==> src/rtl/text_buffer_if.sv <==
// Character write channel into the text buffer.
// The producer drives wr_valid and wr_char. The buffer returns wr_ready.
//   wr_valid : producer presents wr_char this cycle
//   wr_ready : buffer accepts wr_char this cycle
//   wr_char  : ASCII code to place, or a control code (LF/CR/FF)
interface text_buffer_if;
  logic       wr_valid;
  logic       wr_ready;
  logic [7:0] wr_char;

  modport master (output wr_valid, output wr_char, input  wr_ready);
  modport slave  (input  wr_valid, input  wr_char, output wr_ready);
endinterface

==> src/rtl/text_buffer.sv <==
// Character-cell screen memory for the font renderer.
// Holds one ASCII code per text cell and places incoming characters at a hardware cursor.
// LF, CR and FF act as control codes. Any other code is stored in the cell.
// Reset and FF blank the whole screen. A row advance blanks the new row.
// The render pipeline reads cells through a registered read port with 1-cycle latency.
// That port returns the old contents when the same cell is written in the same cycle.
// Ports:
//   px_clk     : pixel clock; all logic on posedge
//   rst        : synchronous active-high reset
//   wr         : valid/ready character channel (text_buffer_if slave)
//   rd_col     : read column (render stage)
//   rd_row     : read row (render stage)
//   rd_char    : code at (rd_col, rd_row), one cycle later; 8'h00 when out of range
//   cursor_col : column of next write
//   cursor_row : row of next write
//   busy       : screen or line clear in progress (== !wr_ready)
module text_buffer #(
  parameter  int unsigned COLS  = 20,
  parameter  int unsigned ROWS  = 15,
  parameter  logic [7:0]  BLANK = 8'h20,
  localparam int unsigned CW    = $clog2(COLS),
  localparam int unsigned RW    = $clog2(ROWS)
) (
  input  logic            px_clk,
  input  logic            rst,
  text_buffer_if.slave    wr,
  input  logic [CW-1:0]   rd_col,
  input  logic [RW-1:0]   rd_row,
  output logic [7:0]      rd_char,
  output logic [CW-1:0]   cursor_col,
  output logic [RW-1:0]   cursor_row,
  output logic            busy
);

  localparam int unsigned CELLS = COLS * ROWS;
  localparam int unsigned AW    = $clog2(CELLS);

  localparam logic [CW-1:0] COL_LAST  = CW'(COLS - 1);
  localparam logic [RW-1:0] ROW_LAST  = RW'(ROWS - 1);
  localparam logic [AW-1:0] CELL_LAST = AW'(CELLS - 1);

  localparam logic [7:0] CODE_LF = 8'h0A;
  localparam logic [7:0] CODE_CR = 8'h0D;
  localparam logic [7:0] CODE_FF = 8'h0C;

  typedef enum logic [1:0] {
    CLR_ALL,
    IDLE,
    CLR_LINE
  } state_t;

  state_t r_state;
  state_t w_next_state;

  logic [7:0]    r_mem [CELLS];
  logic [7:0]    r_rd_char;
  logic [CW-1:0] r_cur_col;
  logic [RW-1:0] r_cur_row;
  logic [AW-1:0] r_clr_addr;
  logic [CW-1:0] r_clr_col;

  logic          w_ready;
  logic          w_xfer;
  logic          w_is_lf;
  logic          w_is_cr;
  logic          w_is_ff;
  logic          w_is_ctrl;
  logic          w_col_wrap;
  logic          w_row_adv;
  logic [RW-1:0] w_row_inc;
  logic [AW-1:0] w_cur_addr;
  logic [AW-1:0] w_line_addr;
  logic [AW-1:0] w_rd_addr;
  logic          w_rd_oob;
  logic          w_we;
  logic [AW-1:0] w_waddr;
  logic [7:0]    w_wdata;

  // Ready is a pure state decode, so a transfer never loops back through wr_valid.
  assign w_ready   = (r_state == IDLE);
  assign w_xfer    = wr.wr_valid & w_ready;

  assign w_is_lf   = (wr.wr_char == CODE_LF);
  assign w_is_cr   = (wr.wr_char == CODE_CR);
  assign w_is_ff   = (wr.wr_char == CODE_FF);
  assign w_is_ctrl = w_is_lf | w_is_cr | w_is_ff;

  assign w_col_wrap = (r_cur_col == COL_LAST);
  // A row advance comes from LF, or from a stored character in the last column.
  assign w_row_adv  = w_xfer & (w_is_lf | (~w_is_ctrl & w_col_wrap));
  assign w_row_inc  = (r_cur_row == ROW_LAST) ? '0 : r_cur_row + 1'b1;

  assign w_cur_addr  = AW'(r_cur_row) * AW'(COLS) + AW'(r_cur_col);
  assign w_line_addr = AW'(r_cur_row) * AW'(COLS) + AW'(r_clr_col);
  assign w_rd_addr   = AW'(rd_row) * AW'(COLS) + AW'(rd_col);
  assign w_rd_oob    = (rd_col > COL_LAST) | (rd_row > ROW_LAST);

  // ---------------------------------------------------------------
  // FSM: state register
  // ---------------------------------------------------------------
  always_ff @(posedge px_clk) begin
    if (rst) begin
      r_state <= CLR_ALL;
    end else begin
      r_state <= w_next_state;
    end
  end

  // ---------------------------------------------------------------
  // FSM: next-state logic
  // ---------------------------------------------------------------
  always_comb begin
    w_next_state = r_state;
    case (r_state)
      CLR_ALL: begin
        if (r_clr_addr == CELL_LAST) begin
          w_next_state = IDLE;
        end
      end
      IDLE: begin
        if (w_xfer && w_is_ff) begin
          w_next_state = CLR_ALL;
        end else if (w_row_adv) begin
          w_next_state = CLR_LINE;
        end
      end
      CLR_LINE: begin
        if (r_clr_col == COL_LAST) begin
          w_next_state = IDLE;
        end
      end
      default: w_next_state = CLR_ALL;
    endcase
  end

  // ---------------------------------------------------------------
  // FSM: outputs and memory write port
  // ---------------------------------------------------------------
  always_comb begin
    w_we    = 1'b0;
    w_waddr = w_cur_addr;
    w_wdata = wr.wr_char;
    case (r_state)
      CLR_ALL: begin
        w_we    = 1'b1;
        w_waddr = r_clr_addr;
        w_wdata = BLANK;
      end
      IDLE: begin
        w_we = w_xfer & ~w_is_ctrl;
      end
      CLR_LINE: begin
        w_we    = 1'b1;
        w_waddr = w_line_addr;
        w_wdata = BLANK;
      end
      default: w_we = 1'b0;
    endcase
  end

  assign wr.wr_ready = w_ready;
  assign busy        = ~w_ready;

  // ---------------------------------------------------------------
  // Cursor and clear counters
  // ---------------------------------------------------------------
  // Clear counters stay at zero outside their own state.
  // Each clear therefore starts from cell/column 0 without extra control.
  always_ff @(posedge px_clk) begin
    if (rst) begin
      r_cur_col  <= '0;
      r_cur_row  <= '0;
      r_clr_addr <= '0;
      r_clr_col  <= '0;
    end else begin
      r_clr_addr <= (r_state == CLR_ALL)  ? r_clr_addr + 1'b1 : '0;
      r_clr_col  <= (r_state == CLR_LINE) ? r_clr_col + 1'b1  : '0;
      if (w_xfer) begin
        if (w_is_ff) begin
          r_cur_col <= '0;
          r_cur_row <= '0;
        end else if (w_is_lf) begin
          r_cur_col <= '0;
          r_cur_row <= w_row_inc;
        end else if (w_is_cr) begin
          r_cur_col <= '0;
        end else if (w_col_wrap) begin
          r_cur_col <= '0;
          r_cur_row <= w_row_inc;
        end else begin
          r_cur_col <= r_cur_col + 1'b1;
        end
      end
    end
  end

  // ---------------------------------------------------------------
  // Cell memory: one write port, one registered read port
  // ---------------------------------------------------------------
  always_ff @(posedge px_clk) begin
    if (!rst && w_we) begin
      r_mem[w_waddr] <= w_wdata;
    end
  end

  // Read before write: a same-cycle write to the same cell shows on the next read.
  always_ff @(posedge px_clk) begin
    if (rst) begin
      r_rd_char <= '0;
    end else if (w_rd_oob) begin
      r_rd_char <= '0;
    end else begin
      r_rd_char <= r_mem[w_rd_addr];
    end
  end

  assign rd_char    = r_rd_char;
  assign cursor_col = r_cur_col;
  assign cursor_row = r_cur_row;

endmodule

==> src/flat_wrapper.sv <==
// flat-port wrapper written by rule: the top's interface ports become plain ports
module text_buffer_flat 
#(
  parameter  int unsigned COLS  = 20,
  parameter  int unsigned ROWS  = 15,
  parameter  logic [7:0]  BLANK = 8'h20,
  localparam int unsigned CW    = $clog2(COLS),
  localparam int unsigned RW    = $clog2(ROWS)
)
  (px_clk, rst, rd_col, rd_row, rd_char, cursor_col, cursor_row, busy, wr_wr_valid, wr_wr_char, wr_wr_ready);
  text_buffer_if wr_i ();
  input  logic px_clk;
  input  logic rst;
  input  logic [CW-1:0] rd_col;
  input  logic [RW-1:0] rd_row;
  output logic [7:0] rd_char;
  output logic [CW-1:0] cursor_col;
  output logic [RW-1:0] cursor_row;
  output logic busy;
  input wire logic [$bits(wr_i.wr_valid)-1:0] wr_wr_valid;
  input wire logic [$bits(wr_i.wr_char)-1:0] wr_wr_char;
  output wire logic [$bits(wr_i.wr_ready)-1:0] wr_wr_ready;
  assign wr_i.wr_valid = wr_wr_valid;
  assign wr_i.wr_char = wr_wr_char;
  assign wr_wr_ready = wr_i.wr_ready;
  text_buffer #(.COLS(COLS), .ROWS(ROWS), .BLANK(BLANK)) u_core (.px_clk(px_clk), .rst(rst), .wr(wr_i), .rd_col(rd_col), .rd_row(rd_row), .rd_char(rd_char), .cursor_col(cursor_col), .cursor_row(cursor_row), .busy(busy));
endmodule
==> config.mk <==
export PLATFORM = sky130hd
export DESIGN_NAME = text_buffer_flat
export DESIGN_NICKNAME = d
export VERILOG_FILES = /design/src/rtl/text_buffer_if.sv /design/src/rtl/text_buffer.sv /design/src/flat_wrapper.sv
export SDC_FILE = /design/constraint.sdc
export NUM_CORES = 2
export LEC_CHECK = 0
export CORE_AREA = 2 2 415 458
export DETAILED_ROUTE_END_ITERATION = 12
export DIE_AREA = 0 0 417 460
export PLACE_DENSITY = 0.68
export SLEW_MARGIN = 0
export SYNTH_ARGS = -nofsm -noshare
export SYNTH_HDL_FRONTEND = slang
export SYNTH_SLANG_ARGS = --single-unit
==> constraint.sdc <==
create_clock -name px_clk -period 6.1 [get_ports px_clk]
set_clock_uncertainty 0.1 [all_clocks]
set_input_delay 0.915 -clock px_clk [delete_from_list [all_inputs] [get_ports px_clk]]
set_output_delay 0.915 -clock px_clk [all_outputs]
set_load 0.03 [all_outputs]
# Word-level counts from Yosys, hierarchy flattened
# Memory sizes are Yosys's and may differ from the RTL's. A register that Yosys moved wholly into a read port is not among the register bits.
# Index checks and enable logic that the tools add are counted.
[classes] muxes=19 order_cmp=2 n_mul=2 bitwise_logic=12 n_eq_ne=13 reduce_logical=11 addsub=7
[ops] op="$add 9x5->9" count=3
[ops] op="$eq 8x4->1 const B" count=3
[ops] op="$mux 4" count=5
[ops] op="$mux 5" count=4
[ops] op="$pmux 9 s2" count=1
[ops] op="$mul 4x3->7 const B" count=2
[ops] op="$add 5x1->5 const B" count=2
[ops] op="$eq 5x5->1 const B" count=2
[ops] op="$add 9x1->9 const B" count=1
[ops] op="$eq 9x9->1 const B" count=1
[ops] op="$mux 2" count=4
[ops] op="$mux 8" count=1
[ops] op="$reduce_or 2->1" count=4
[ops] op="$pmux 2 s3" count=1
[ops] op="$reduce_and 3->1" count=2
[ops] op="$gt 5x5->1 const B" count=1
[ops] op="$add 4x1->4 const B" count=1
[ops] op="$and 1x1->1" count=4
[ops] op="$eq 4x4->1 const B" count=1
[ops] op="$gt 4x4->1 const B" count=1
[ops] op="$ne 2x1->1 const B" count=2
[ops] op="$not 1->1" count=4
[ops] op="$or 1x1->1" count=4
[ops] op="$ne 3x2->1 const B" count=1
[ops] op="other kinds (9)" count=11
[totals] n_memories=1 reg_bits=25 output_inout_bits=19 inputBits=20 ramBits=2400
[mem_list] memory="u_core.r_mem" words=300 word_bits=8 rd=1 rd_ports_with_merged_regs=1 wr=1 line="text_buffer.sv:55" text="logic [7:0] r_mem [CELLS];"

# Longest topological paths before layout
[logic_depth] word_depth=10 depth_mapped=14

# Least setup slack after synthesis
# OpenSTA, ideal clock, no wires.
[synth_path] kind="input port to flip-flop" startpoint="input wr_wr_char[5]" endpoint="memory u_core.r_mem[0][5], data pin" arrival_ps=4916 slack_ps=59 setup_ps=1025 required_time_ps=4975 path_stages=1 path_buffers=0 cell_sequence="nand2b_1"
[synth_between] elab_chain_len=1
[synth_lines] item="start, declared" line="flat_wrapper.sv:21" text="input wire logic [$bits(wr_i.wr_char)-1:0] wr_wr_char;"
[synth_lines] item="$mux 8" line="text_buffer.sv:143" text="case (r_state)"
[synth_lines] item="end, declared" line="text_buffer.sv:55"
# Every way passes these cells.

# Worst setup path after layout
[layout_path] startpoint="register u_core.r_state[1]" endpoint="memory u_core.r_mem[68][6], enable pin"
[layout_between] elab_chain_len=7 elab_cells_between_ends=11
[layout_lines] item="start, declared" line="text_buffer.sv:52" text="state_t r_state;"
[layout_lines] item="start signal, assigned" line="text_buffer.sv:105" text="r_state <= w_next_state;"
[layout_lines] item="$eq 2x1->1" line="text_buffer.sv:80, text_buffer.sv:143"
[layout_lines] item="$and 1x1->1" line="text_buffer.sv:81" text="assign w_xfer = wr.wr_valid & w_ready;"
[layout_lines] item="$and 1x1->1" line="text_buffer.sv:150" text="w_we = w_xfer & ~w_is_ctrl;"
[layout_lines] item="$pmux 1 s2" line="text_buffer.sv:143"
[layout_lines] item="$logic_and 1x1->1" line="text_buffer.sv:201" text="if (!rst && w_we) begin"
[layout_lines] item="$mux 1" line="text_buffer.sv:201"
[layout_lines] item="$mux 1 (implied by the code)" line="text_buffer.sv:202" text="r_mem[w_waddr] <= w_wdata;"
# Several ways; a longest one is shown, not always the timed one.

==> run summary <==
Crit path largest cell delay - 0.92 ns
Top FF cell, synth - edfxtp_1
Fillers - 13461
Slew Viols, Final - 0
Width of the die - 417 um
WS Path Type - register to register
Post-Place Setup Slack - 0.359 ns
Slowest-stage cell, CP - nor2_1
Routability Congestion - 0.890
Unrepaired setup endpoints after global routing - no
Setup bufs post-CTS - 0
Buffers and inverters on the worst path - 0
DP HPWL - 146000 um
Residual DRC - 0
Dominant cell type by area after synthesis - edfxtp_1
Sequential power share - 0.530
EDFF count, synth - 2400
Delay-heaviest family, CP - simple AND/OR/NAND/NOR gates
Worst path cell trace - nor2b_1 > mux2_2 > ha_1 > fa_1 > a21oi_1 > nor2b_1 > xnor2_1 > o21ai_0 > and3_1 > nand2_1 > nor2_1
Worst hold endpoint - u_core.r_clr_col[0]$_SDFF_PP0_
Maximum root-to-sink buffer count - 3
Top Ports - 39
DP Area - 0.101 sq mm
Critical R2R Capture - u_core.r_mem[68][6]$_DFFE_PP_
Syn Inst Count - 4787
Cell Pwr Density - 322 mW/mm^2
Pin count of the biggest net entering global routing - 211
Worst hold path type - register to register
Hold path depth - 1
H-Tree Depth - 4
Logic gate share of total power - 0.084
Synth unique cells - 93
Cts repair resizes - 0
Via-to-Cell Ratio - 6.43
Post-Layout Inst Area - 0.108 sq mm
Cells after DPL - 7292
CTS buffer count - 220
FMAX - 0.186 GHz
Drt first pass iters - 6
Cell Area, Synth - 0.0968 sq mm
Initial antenna violation count - 11
Row Count - 167
Yosys reg bits - 2433
Worst r2r src - u_core.r_state[1]$_SDFFE_PP0P_
Crit end category - register
CTS root buf - clkbuf_16
Die Area - 0.192 sq mm
CP max FO - 16
Fin nets - 5105
Grt ovf - 0
Hold-fix buffers, CTS - 0
Power share of the clock group - 0.386
1st-iter DRT viols - 6225
Post-synth ARST share - 0
Startpoint types - register
Reg2reg setup slack - 0.71 ns
Status - completed
Peak supply drop - 0.311 mV
Non-Filler Instances - 7705
Buffers on Ports - 38
Share of the synthesized area in the top cell type - 0.744
WL final - 240000 um
Clock Sinks - 2433
Area growth syn-to-layout - 11.2%
Switching share of power - 0.231
Synth warnings - 0
Hold wc startpoint - u_core.r_clr_col[0]$_SDFF_PP0_
Layout cells sized above 1 - 0.200
Setup Total Neg Slack - 0 ns
Clk slew on worst S/H paths - 0.06 ns
Antenna viol nets, final - 0
CTS tree - built
Dominant cells by area after synthesis - edfxtp_1, mux4_2, mux2i_1
Vias - 49556
Worst path required time - 6.48 ns
Sequential area share after synthesis - 0.751
Period minus WS final - 5.39 ns
Cell repeated most along the worst path - nor2b_1
Crit path DAT - 5.76 ns
Worst relative slew slack - 0.112
Die Y - 460 um
Final setup viols - 0
Fin worst setup slack - 0.714 ns
Worst r2r path cells - 11
Pleak - 0.0348 uW
Max-Cap Viols - 0
WL per Instance - 31.2 um
Gr usage total - 0.250
Sw Pwr - 8020 uW
Final hold vios - 0
Mean Syn Cell Area - 20.2 sq um
Clk_lat worst skew - 0.86 ns
Period utilization - 0.883
First-pass GRT wire length - 346000 um
Vias in the first global route - 48559
Int Power - 26700 uW
Syn Nets - 4828
Initial Utilization - 0.517
Floorplan core area - 0.187 sq mm
Worst-margin pin slew - 1.33 ns
## area by class of cell
type | instances | area (sq um) | share of cell area
Tap cell | 2450 | 3070 | 0.0285
Antenna cell | 2 | 5.00 | 0.0000465
Clock buffer | 271 | 5760 | 0.0535
Multi-Input combinational cell | 2059 | 21800 | 0.203
Timing Repair Buffer | 338 | 3070 | 0.0285
Clock inverter | 140 | 1170 | 0.0109
Sequential cell | 2433 | 72700 | 0.675
Inverter | 12 | 47.5 | 0.000442
## flip-flops by register name (all words and copies together), names as in the netlist
name	cells
u_core.cursor_col	5
u_core.cursor_row	4
u_core.r_clr_addr	9
u_core.r_clr_col	5
u_core.r_mem	2400
u_core.r_state	2
u_core.rd_char	8
## cells in the final DEF (no fill, tap or decap), types with 36 or more instances in the layout
master           netlist  routed
mux4_1                95      95
o21ai_0               56      56
buf_4                 13     266
clkinv_1               0      62
a21oi_1              126     126
clkdlybuf4s50_1        0      36
o221ai_1             159     159
clkinv_2               0      39
clkbuf_16              0     222
edfxtp_1            2400    2400
a22oi_1               43      43
mux2i_1              343     343
clkbuf_1             112      47
nor2_1               364     360
o22ai_1               84      84
nand2_1              112      95
mux4_2               373     373
## synthesized netlist by cell type (17+ instances only)
master / instances
buf_12: 24
mux4_2: 373
nor3_1: 35
buf_8: 29
nor2_1: 364
buf_6: 32
o21ai_0: 56
nand2_1: 112
clkbuf_1: 112
clkbuf_8: 21
dfxtp_1: 33
a21oi_1: 126
mux2i_1: 343
mux4_1: 95
nand3_1: 19
o31ai_1: 18
edfxtp_1: 2400
o22ai_1: 84
buf_2: 35
a22oi_1: 43
o221ai_1: 159
ha_1: 17
## stage by stage
| step | total power, uW | hold WS, ns | util |
|---|---|---|---|
| CTS | 34800 | 0.377 | 0.574 |
| finish | 34700 | 0.373 | 0.574 |
| global route | 35600 | 0.431 | 0.574 |
| floorplan | 20600 | 0.329 | - |
| detailed placement | 21600 | 0.357 | 0.538 |
| global placement | 21600 | 0.347 | 0.538 |
## kinds of logic after synthesis
logic type | count (synthesis) | share of synthesized area
flip-flops | 2433 | 0.751
multiplexers | 814 | 0.148
AND/OR/NAND/NOR | 618 | 0.0279
AO/OA/AOI/OAI | 589 | 0.0431
buffers and inverters | 295 | 0.0247
adder cells (fa/ha/maj) | 21 | 0.00302
XOR/XNOR | 17 | 0.00162
## power groups by stage
stage          registers [uW]  clock network (uW)  logic (uW)
2_1_floorplan           18800                   0        1750
3_3_place_gp            18800                   0        2840
3_5_place_dp            18800                   0        2880
4_1_cts                 18400               13500        2890
5_1_grt                 18400               14200        3030
6_report                18400               13400        2910
## layer usage
layer / part of all wire / global-route usage / vias up
met2: 0.48 / 0.398 / 2522
met4: 0.040 / 0.0961 / 2
li1: - / - / 20573
met5: 0.000050 / 0 / -
met3: 0.085 / 0.0482 / 434
met1: 0.39 / 0.346 / 26025
## how the worst max path moves through the flow
stage                                         from                        endpoint  cells after the start
global placement                         rd_row[2]    u_core.rd_char[1]$_SDFF_PP0_                     13
detailed placement                       rd_row[2]    u_core.rd_char[7]$_SDFF_PP0_                     12
CTS                 u_core.r_state[1]$_SDFFE_PP0P_  u_core.r_mem[196][3]$_DFFE_PP_                     12
floorplan                            wr_wr_char[5]    u_core.r_mem[0][5]$_DFFE_PP_                      1
finish              u_core.r_state[1]$_SDFFE_PP0P_   u_core.r_mem[68][6]$_DFFE_PP_                     11
global route        u_core.r_state[1]$_SDFFE_PP0P_  u_core.r_mem[238][7]$_DFFE_PP_                     12
Power figures use the tool's default switching activity.
